### src/rtl/hazard_pkg.sv
// Shared types and default constants for the pipeline hazard controller.
package hazard_pkg;

  localparam int unsigned ADDR_W_DEF   = 5;
  localparam int unsigned WB_SEL_W_DEF = 2;
  localparam int unsigned CNT_W_DEF    = 32;
  localparam logic [1:0]  WB_MEM_DEF   = 2'b01;

  // E-stage operand source select
  typedef enum logic [1:0] {
    FWD_RF = 2'b00,
    FWD_W  = 2'b01,
    FWD_M  = 2'b10
  } fwd_sel_t;

  // Multi-cycle execute tracking
  typedef enum logic [1:0] {
    RUN     = 2'b00,
    MC_WAIT = 2'b01,
    MC_HELD = 2'b10
  } mc_state_t;

  // Stage register controls, one bit per stall/flush line
  typedef struct packed {
    logic stall_f;
    logic stall_d;
    logic stall_e;
    logic stall_m;
    logic flush_d;
    logic flush_e;
    logic flush_m;
    logic flush_w;
  } hz_ctl_t;

endpackage

### src/rtl/hazard_ctrl_mc_if.sv
// Datapath <-> hazard controller signal bundle.
interface hazard_ctrl_mc_if #(
  parameter int unsigned ADDR_W   = 5,
  parameter int unsigned WB_SEL_W = 2,
  parameter int unsigned CNT_W    = 32
);

  logic [ADDR_W-1:0]   rs1_D;
  logic [ADDR_W-1:0]   rs2_D;
  logic [ADDR_W-1:0]   rs1_E;
  logic [ADDR_W-1:0]   rs2_E;
  logic [ADDR_W-1:0]   rd_E;
  logic [ADDR_W-1:0]   rd_M;
  logic [ADDR_W-1:0]   rd_W;
  logic                reg_wr_M;
  logic                reg_wr_W;
  logic [WB_SEL_W-1:0] sel_wb_E;
  logic                br_en_E;
  logic                mc_start_E;
  logic                mc_done;
  logic                dmem_req_M;
  logic                dmem_ready_M;
  logic                perf_clr;

  logic                stallF;
  logic                stallD;
  logic                stallE;
  logic                stallM;
  logic                flushD;
  logic                flushE;
  logic                flushM;
  logic                flushW;
  logic [1:0]          forwardAE;
  logic [1:0]          forwardBE;
  logic [CNT_W-1:0]    perf_stall_cycles;
  logic [CNT_W-1:0]    perf_br_flushes;

  // Datapath side: supplies pipeline state, consumes controls
  modport master (
    output rs1_D, rs2_D, rs1_E, rs2_E, rd_E, rd_M, rd_W,
    output reg_wr_M, reg_wr_W, sel_wb_E, br_en_E,
    output mc_start_E, mc_done, dmem_req_M, dmem_ready_M, perf_clr,
    input  stallF, stallD, stallE, stallM,
    input  flushD, flushE, flushM, flushW,
    input  forwardAE, forwardBE, perf_stall_cycles, perf_br_flushes
  );

  // Hazard controller side
  modport slave (
    input  rs1_D, rs2_D, rs1_E, rs2_E, rd_E, rd_M, rd_W,
    input  reg_wr_M, reg_wr_W, sel_wb_E, br_en_E,
    input  mc_start_E, mc_done, dmem_req_M, dmem_ready_M, perf_clr,
    output stallF, stallD, stallE, stallM,
    output flushD, flushE, flushM, flushW,
    output forwardAE, forwardBE, perf_stall_cycles, perf_br_flushes
  );

endinterface

### src/rtl/hazard_mc_fsm.sv
// Tracks an outstanding multi-cycle E-stage op and a result held behind a memory wait.
module hazard_mc_fsm
  import hazard_pkg::*;
(
  input  logic clk,
  input  logic rst_n,
  input  logic mc_start,
  input  logic mc_done,
  input  logic memwait,
  output logic mc_stall
);

  mc_state_t state_q;
  mc_state_t state_d;

  // State register; reset drops any pending or held result
  always_ff @(posedge clk or negedge rst_n) begin
    if (!rst_n) begin
      state_q <= RUN;
    end else begin
      state_q <= state_d;
    end
  end

  // Transitions; the stall is live in the start cycle and drops in the release cycle
  always_comb begin
    state_d  = state_q;
    mc_stall = 1'b0;
    unique case (state_q)
      RUN: begin
        if (mc_start && !mc_done) begin
          state_d  = MC_WAIT;
          mc_stall = 1'b1;
        end
      end
      MC_WAIT: begin
        mc_stall = !mc_done || memwait;
        if (mc_done) begin
          state_d = memwait ? MC_HELD : RUN;
        end
      end
      MC_HELD: begin
        mc_stall = memwait;
        if (!memwait) begin
          state_d = RUN;
        end
      end
      default: begin
        state_d = RUN;
      end
    endcase
  end

endmodule

### src/rtl/hazard_ctrl_mc.sv
// Pipeline hazard controller: forwarding, stall/flush priority encoder, perf counters.
module hazard_ctrl_mc
  import hazard_pkg::*;
#(
  parameter int unsigned         ADDR_W       = ADDR_W_DEF,
  parameter int unsigned         WB_SEL_W     = WB_SEL_W_DEF,
  parameter logic [WB_SEL_W-1:0] WB_MEM       = WB_SEL_W'(WB_MEM_DEF),
  parameter int unsigned         CNT_W        = CNT_W_DEF,
  parameter bit                  X0_HARDWIRED = 1'b1
) (
  input logic             clk,
  input logic             rst_n,
  hazard_ctrl_mc_if.slave hz
);

  logic             memwait;
  logic             mc_stall;
  logic             mcwait;
  logic             loaduse;
  logic             br_fire;
  fwd_sel_t         fwd_a;
  fwd_sel_t         fwd_b;
  hz_ctl_t          ctl;
  logic [CNT_W-1:0] stall_cnt_q;
  logic [CNT_W-1:0] br_cnt_q;

  // Address equality with optional x0 exclusion
  function automatic logic reg_match(input logic [ADDR_W-1:0] a, input logic [ADDR_W-1:0] b);
    return (a == b) && (!X0_HARDWIRED || (a != '0));
  endfunction

  hazard_mc_fsm u_mc_fsm (
    .clk      (clk),
    .rst_n    (rst_n),
    .mc_start (hz.mc_start_E),
    .mc_done  (hz.mc_done),
    .memwait  (memwait),
    .mc_stall (mc_stall)
  );

  // Operand forwarding, M stage wins over W stage
  always_comb begin
    fwd_a = FWD_RF;
    fwd_b = FWD_RF;
    if (hz.reg_wr_M && reg_match(hz.rd_M, hz.rs1_E)) begin
      fwd_a = FWD_M;
    end else if (hz.reg_wr_W && reg_match(hz.rd_W, hz.rs1_E)) begin
      fwd_a = FWD_W;
    end
    if (hz.reg_wr_M && reg_match(hz.rd_M, hz.rs2_E)) begin
      fwd_b = FWD_M;
    end else if (hz.reg_wr_W && reg_match(hz.rd_W, hz.rs2_E)) begin
      fwd_b = FWD_W;
    end
  end

  // Hazard causes; a branch waits in E until nothing ahead of it holds E
  always_comb begin
    memwait = hz.dmem_req_M && !hz.dmem_ready_M;
    mcwait  = mc_stall && !memwait;
    loaduse = (hz.sel_wb_E == WB_MEM) &&
              (reg_match(hz.rd_E, hz.rs1_D) || reg_match(hz.rd_E, hz.rs2_D));
    br_fire = rst_n && hz.br_en_E && !memwait && !mcwait;
  end

  // Priority encoder onto the stage register controls
  always_comb begin
    ctl = '0;
    if (rst_n) begin
      if (memwait) begin
        ctl.stall_f = 1'b1;
        ctl.stall_d = 1'b1;
        ctl.stall_e = 1'b1;
        ctl.stall_m = 1'b1;
        ctl.flush_w = 1'b1;
      end else if (mcwait) begin
        ctl.stall_f = 1'b1;
        ctl.stall_d = 1'b1;
        ctl.stall_e = 1'b1;
        ctl.flush_m = 1'b1;
      end else begin
        if (loaduse) begin
          ctl.stall_f = 1'b1;
          ctl.stall_d = 1'b1;
          ctl.flush_e = 1'b1;
        end
        if (br_fire) begin
          ctl.flush_d = 1'b1;
          ctl.flush_e = 1'b1;
        end
      end
    end
  end

  // Saturating performance counters, clear has priority
  always_ff @(posedge clk or negedge rst_n) begin
    if (!rst_n) begin
      stall_cnt_q <= '0;
      br_cnt_q    <= '0;
    end else if (hz.perf_clr) begin
      stall_cnt_q <= '0;
      br_cnt_q    <= '0;
    end else begin
      if (ctl.stall_f && (stall_cnt_q != '1)) begin
        stall_cnt_q <= stall_cnt_q + CNT_W'(1);
      end
      if (br_fire && (br_cnt_q != '1)) begin
        br_cnt_q <= br_cnt_q + CNT_W'(1);
      end
    end
  end

  assign hz.stallF            = ctl.stall_f;
  assign hz.stallD            = ctl.stall_d;
  assign hz.stallE            = ctl.stall_e;
  assign hz.stallM            = ctl.stall_m;
  assign hz.flushD            = ctl.flush_d;
  assign hz.flushE            = ctl.flush_e;
  assign hz.flushM            = ctl.flush_m;
  assign hz.flushW            = ctl.flush_w;
  assign hz.forwardAE         = rst_n ? fwd_a : FWD_RF;
  assign hz.forwardBE         = rst_n ? fwd_b : FWD_RF;
  assign hz.perf_stall_cycles = stall_cnt_q;
  assign hz.perf_br_flushes   = br_cnt_q;

endmodule

### src/flat_wrapper.sv
// flat-port wrapper written by rule: the top's interface ports become plain ports
module hazard_ctrl_mc_flat import hazard_pkg::*;
#(
  parameter int unsigned         ADDR_W       = ADDR_W_DEF,
  parameter int unsigned         WB_SEL_W     = WB_SEL_W_DEF,
  parameter logic [WB_SEL_W-1:0] WB_MEM       = WB_SEL_W'(WB_MEM_DEF),
  parameter int unsigned         CNT_W        = CNT_W_DEF,
  parameter bit                  X0_HARDWIRED = 1'b1
)
  (clk, rst_n, hz_rs1_D, hz_rs2_D, hz_rs1_E, hz_rs2_E, hz_rd_E, hz_rd_M, hz_rd_W, hz_reg_wr_M, hz_reg_wr_W, hz_sel_wb_E, hz_br_en_E, hz_mc_start_E, hz_mc_done, hz_dmem_req_M, hz_dmem_ready_M, hz_perf_clr, hz_stallF, hz_stallD, hz_stallE, hz_stallM, hz_flushD, hz_flushE, hz_flushM, hz_flushW, hz_forwardAE, hz_forwardBE, hz_perf_stall_cycles, hz_perf_br_flushes);
  hazard_ctrl_mc_if #(.ADDR_W(ADDR_W), .WB_SEL_W(WB_SEL_W), .CNT_W(CNT_W)) hz_i ();
  input logic clk;
  input logic rst_n;
  input wire logic [$bits(hz_i.rs1_D)-1:0] hz_rs1_D;
  input wire logic [$bits(hz_i.rs2_D)-1:0] hz_rs2_D;
  input wire logic [$bits(hz_i.rs1_E)-1:0] hz_rs1_E;
  input wire logic [$bits(hz_i.rs2_E)-1:0] hz_rs2_E;
  input wire logic [$bits(hz_i.rd_E)-1:0] hz_rd_E;
  input wire logic [$bits(hz_i.rd_M)-1:0] hz_rd_M;
  input wire logic [$bits(hz_i.rd_W)-1:0] hz_rd_W;
  input wire logic [$bits(hz_i.reg_wr_M)-1:0] hz_reg_wr_M;
  input wire logic [$bits(hz_i.reg_wr_W)-1:0] hz_reg_wr_W;
  input wire logic [$bits(hz_i.sel_wb_E)-1:0] hz_sel_wb_E;
  input wire logic [$bits(hz_i.br_en_E)-1:0] hz_br_en_E;
  input wire logic [$bits(hz_i.mc_start_E)-1:0] hz_mc_start_E;
  input wire logic [$bits(hz_i.mc_done)-1:0] hz_mc_done;
  input wire logic [$bits(hz_i.dmem_req_M)-1:0] hz_dmem_req_M;
  input wire logic [$bits(hz_i.dmem_ready_M)-1:0] hz_dmem_ready_M;
  input wire logic [$bits(hz_i.perf_clr)-1:0] hz_perf_clr;
  output wire logic [$bits(hz_i.stallF)-1:0] hz_stallF;
  output wire logic [$bits(hz_i.stallD)-1:0] hz_stallD;
  output wire logic [$bits(hz_i.stallE)-1:0] hz_stallE;
  output wire logic [$bits(hz_i.stallM)-1:0] hz_stallM;
  output wire logic [$bits(hz_i.flushD)-1:0] hz_flushD;
  output wire logic [$bits(hz_i.flushE)-1:0] hz_flushE;
  output wire logic [$bits(hz_i.flushM)-1:0] hz_flushM;
  output wire logic [$bits(hz_i.flushW)-1:0] hz_flushW;
  output wire logic [$bits(hz_i.forwardAE)-1:0] hz_forwardAE;
  output wire logic [$bits(hz_i.forwardBE)-1:0] hz_forwardBE;
  output wire logic [$bits(hz_i.perf_stall_cycles)-1:0] hz_perf_stall_cycles;
  output wire logic [$bits(hz_i.perf_br_flushes)-1:0] hz_perf_br_flushes;
  assign hz_i.rs1_D = hz_rs1_D;
  assign hz_i.rs2_D = hz_rs2_D;
  assign hz_i.rs1_E = hz_rs1_E;
  assign hz_i.rs2_E = hz_rs2_E;
  assign hz_i.rd_E = hz_rd_E;
  assign hz_i.rd_M = hz_rd_M;
  assign hz_i.rd_W = hz_rd_W;
  assign hz_i.reg_wr_M = hz_reg_wr_M;
  assign hz_i.reg_wr_W = hz_reg_wr_W;
  assign hz_i.sel_wb_E = hz_sel_wb_E;
  assign hz_i.br_en_E = hz_br_en_E;
  assign hz_i.mc_start_E = hz_mc_start_E;
  assign hz_i.mc_done = hz_mc_done;
  assign hz_i.dmem_req_M = hz_dmem_req_M;
  assign hz_i.dmem_ready_M = hz_dmem_ready_M;
  assign hz_i.perf_clr = hz_perf_clr;
  assign hz_stallF = hz_i.stallF;
  assign hz_stallD = hz_i.stallD;
  assign hz_stallE = hz_i.stallE;
  assign hz_stallM = hz_i.stallM;
  assign hz_flushD = hz_i.flushD;
  assign hz_flushE = hz_i.flushE;
  assign hz_flushM = hz_i.flushM;
  assign hz_flushW = hz_i.flushW;
  assign hz_forwardAE = hz_i.forwardAE;
  assign hz_forwardBE = hz_i.forwardBE;
  assign hz_perf_stall_cycles = hz_i.perf_stall_cycles;
  assign hz_perf_br_flushes = hz_i.perf_br_flushes;
  hazard_ctrl_mc #(.ADDR_W(ADDR_W), .WB_SEL_W(WB_SEL_W), .WB_MEM(WB_MEM), .CNT_W(CNT_W), .X0_HARDWIRED(X0_HARDWIRED)) u_core (.clk(clk), .rst_n(rst_n), .hz(hz_i));
endmodule
### config.mk
export PLATFORM = sky130hd
export DESIGN_NAME = hazard_ctrl_mc_flat
export DESIGN_NICKNAME = d
export VERILOG_FILES = /design/src/rtl/hazard_pkg.sv /design/src/rtl/hazard_ctrl_mc_if.sv /design/src/rtl/hazard_mc_fsm.sv /design/src/rtl/hazard_ctrl_mc.sv /design/src/flat_wrapper.sv
export SDC_FILE = /design/constraint.sdc
export NUM_CORES = 1
export LEC_CHECK = 0
export ABC_AREA = 1
export BUFFER_PORTS_ARGS = -buffer_cell sky130_fd_sc_hd__clkbuf_2
export CAP_MARGIN = 20
export CORE_AREA = 3 3 119 121
export CTS_CLUSTER_SIZE = 25
export DETAILED_ROUTE_END_ITERATION = 10
export DIE_AREA = 0 0 122 124
export PLACE_DENSITY = 0.69
export SLEW_MARGIN = 20
export SYNTH_ARGS = -nofsm -noshare
export SYNTH_HDL_FRONTEND = slang
export SYNTH_HIERARCHICAL = 1
export SYNTH_SLANG_ARGS = --single-unit
export TNS_END_PERCENT = 50
### constraint.sdc
create_clock -name clk -period 3.2 [get_ports clk]
set_input_delay 0.16 -clock clk [delete_from_list [all_inputs] [get_ports clk]]
set_output_delay 0.16 -clock clk [all_outputs]
set_load 0.05 [all_outputs]
==> run_results.csv <==
group,metric,value,unit
timing,timing.slew.headroom,0.467,
drt,avgRoutedWirePerCell,13.8,microns
placed_design,portBuffers,122,
pwr,ir_drop,0.245,mV
grt,grt_max_degree,61,
timing,layout_min_cycle_time,2260,ps
yosys,yosys-mux-area-fraction,0,
yosys,synth_cell_types,36,
yosys,synth_warnings,6,
clocking,postCtsSetupBuffers,0,
grt,grt_pass1_wl,25800,microns
pwr,p_leak,3.31,nW
grt,grt-ovfl-total,0,
timing,clock_skew,8.85,ps
floorplan,start_util,0.399,
floorplan,dieArea,0.0151,sq mm
final_layout,nets,1005,
yosys,synth-simple-area-share,0.465,
floorplan,die-height,124,microns
final_layout,drive_above_1_share,0.179,
drt,avgViaCountPerCell,5.05,
drt,vias,5745,
hold_path,min_from,"hz_mc_start_E",
floorplan,die_w,122,microns
yosys,synthXorXnorAreaFrac,0.0567,
clocking,clock-root-buffer,"clkbuf_16",
drt,first_iter_violations,462,
worst_setup_path,worstSetupStartpoint,"u_core/u_mc_fsm/state_q[1]",
yosys,synth_top_family_by_area,"simple AND/OR/NAND/NOR gates",
timing,fin_crit_sh,0.706,
clocking,htree_num_levels,3,
final_layout,antenna_cells,0,
clocking,cts_buffers,9,
floorplan,num_rows,42,
timing,hold_slack,82.7,ps
yosys,synth_fa_ha_area_frac,0.00476,
worst_setup_path,worstSetupPathType,"flip-flop to primary output",
placed_design,gp_congestion,0.949,
yosys,postSynthAreaPerCell,6.25,sq um
timing,worst_pin_slew,800,ps
timing,fmax,443,MHz
floorplan,coreArea,0.0132,sq mm
clocking,cts_tree,"built",
yosys,synth_nets,890,
final_layout,fin_area,0.00632,sq mm
final_layout,area_growth,20.2,%
hold_path,holdPathStages,3,
grt,grt_pass1_vias,5339,
clocking,clk_pin_slew,50,ps
grt,antenna_found_initial,0,
timing,rsz0062_at_grt,"false",
drt,ant_nets,0,
grt,track_usage,0.214,
worst_setup_path,r2r-start,"u_core/hz.perf_stall_cycles[0]",
clocking,cts_resized,0,
timing,timing.final.max_slew_violations,0,
worst_setup_path,arrival,2100,ps
worst_setup_path,start_kind,"flip-flop",
floorplan,ios,123,
yosys,synthesis.area,0.00526,sq mm
yosys,synthCells,841,
clocking,cts_buffer_depth,2,
placed_design,post-dp-hpwl,12000,microns
yosys,yosysSeqAreaShare,0.314,
pwr,powerDensity,351,mW/mm^2
drt,drc_errors,0,
flow_run,max_cap_viol_count,0,
worst_setup_path,r2r_cells,9,
timing,setup_tns,0,ps
timing,setup_viol,0,
final_layout,layout_common_cells,"269 x nand2_1, 121 x clkbuf_2, 120 x nor2_1",
yosys,synth_compound_area_frac,0.0481,
placed_design,placed_area,0.00598,sq mm
clocking,insertion_delay,350,ps
final_layout,final_common_cell,"nand2_1",
hold_path,hold_path.class,"input pin to flip-flop",
timing,finalHoldViolCount,0,
final_layout,fillers,1410,
outcome,status,"finished, final reports clean",
worst_setup_path,critPathMaxFanout,9,
drt,wl,15700,microns
worst_setup_path,end_kind,"primary output",
worst_setup_path,required,3040,ps
drt,first_pass_iters,8,
clocking,clock-sinks,66,
yosys,synth-seq-cells,66,
## flip-flops by register name, indices dropped and copies added (netlist names)
| name | flops |
|---|---|
| u_core/hz.perf_br_flushes | 32 |
| u_core/hz.perf_stall_cycles | 32 |
| u_core/u_mc_fsm/state_q | 2 |
## stage by stage
stage	total power, mW	setup WS, ps	util	std cells
after floorplan	1.04	691	-	841
after global placement	1.13	1110	0.453	1120
after detailed placement	1.13	1010	0.453	1120
after CTS	2.25	912	0.479	1137
after global routing	2.31	785	0.479	1137
final	2.22	940	0.479	1137
## layout make-up
cell class                 count  area (sq um)  share of cell area
tap                          176           220              0.0349
clock buffer                   9           225              0.0357
multi-input combinational    637          3020               0.478
clock inverter                 7           100              0.0158
sequential                    66          1650               0.261
inverter                     113           429              0.0679
timing repair buffer         129           668               0.106
## critical path: stages, from the launching register on
cell	delay, ps
dfrtp_1	400
nor2_2	160
nand2_1	60
nand3_1	100
nor2_1	80
nor2_1	130
inv_1	50
nand2_1	260
buf_4	230
clkbuf_2	290
## timing repair
action / 4_1_cts / 5_1_grt
endpoints found under the hold margin: 6 / 0
hold buffers: 1 / 0
setup endpoints to repair: 0 / 0
## final timing paths
path / slack, ps / endpoint
setup / recovery: 940 / hz_stallD
hold / removal: 80 / u_core/u_mc_fsm/state_q[0]
setup reg to reg: 1010 / u_core/hz.perf_stall_cycles[9]
hold reg to reg: 550 / u_core/hz.perf_br_flushes[1]
max in group asynchronous: 1990 / u_core/hz.perf_stall_cycles[8]
min in group asynchronous: 180 / u_core/hz.perf_br_flushes[2]
## where the power goes
group	total (mW)	switching (mW)	internal, mW
Combinational	0.271	0.197	0.0738
Sequential	0.847	0.00681	0.840
Clock	1.10	0.414	0.689
Total	2.22	0.617	1.60
## cell usage after synthesis (all sizes together)
| cell | count | area share |
|---|---|---|
| inv | 112 | 0.080 |
| o2111ai | 1 | 0.0017 |
| o22ai | 3 | 0.0036 |
| xnor2 | 15 | 0.025 |
| nor3b | 1 | 0.0014 |
| o21ai | 28 | 0.031 |
| nand4 | 50 | 0.062 |
| a21oi | 5 | 0.0048 |
| buf | 22 | 0.027 |
| clkbuf | 3 | 0.0021 |
| ha | 2 | 0.0048 |
| or2 | 3 | 0.0036 |
| nand2 | 272 | 0.20 |
| nand3b | 1 | 0.0014 |
| nand3 | 80 | 0.077 |
| a21o | 3 | 0.0043 |
| nor2 | 127 | 0.095 |
| o211ai | 1 | 0.0014 |
| xor2 | 19 | 0.032 |
| nor3 | 24 | 0.025 |
| nor4 | 1 | 0.0012 |
| o31ai | 1 | 0.0014 |
| clkinv | 1 | 0.0017 |
| dfrtp | 66 | 0.31 |
## metal layers
metal / global-route usage / wire length, microns / vias up
met1: 0.278 / 7260 / 2635
met2: 0.348 / 7300 / 163
met4: 0.0749 / 293 / 0
li1: - / - / 2919
met3: 0.0509 / 831 / 28
met5: 0 / 0 / -
## kinds of logic (layout without fill, tap and decap cells)
family,after synthesis,after routing
AND/OR/NAND/NOR,559,559
adder cells (fa/ha/maj),2,2
buffers and inverters,138,258
AO/OA/AOI/OAI,42,42
XOR/XNOR,34,34
flip-flops,66,66
Note: power is estimated with default switching activity, not from simulation.
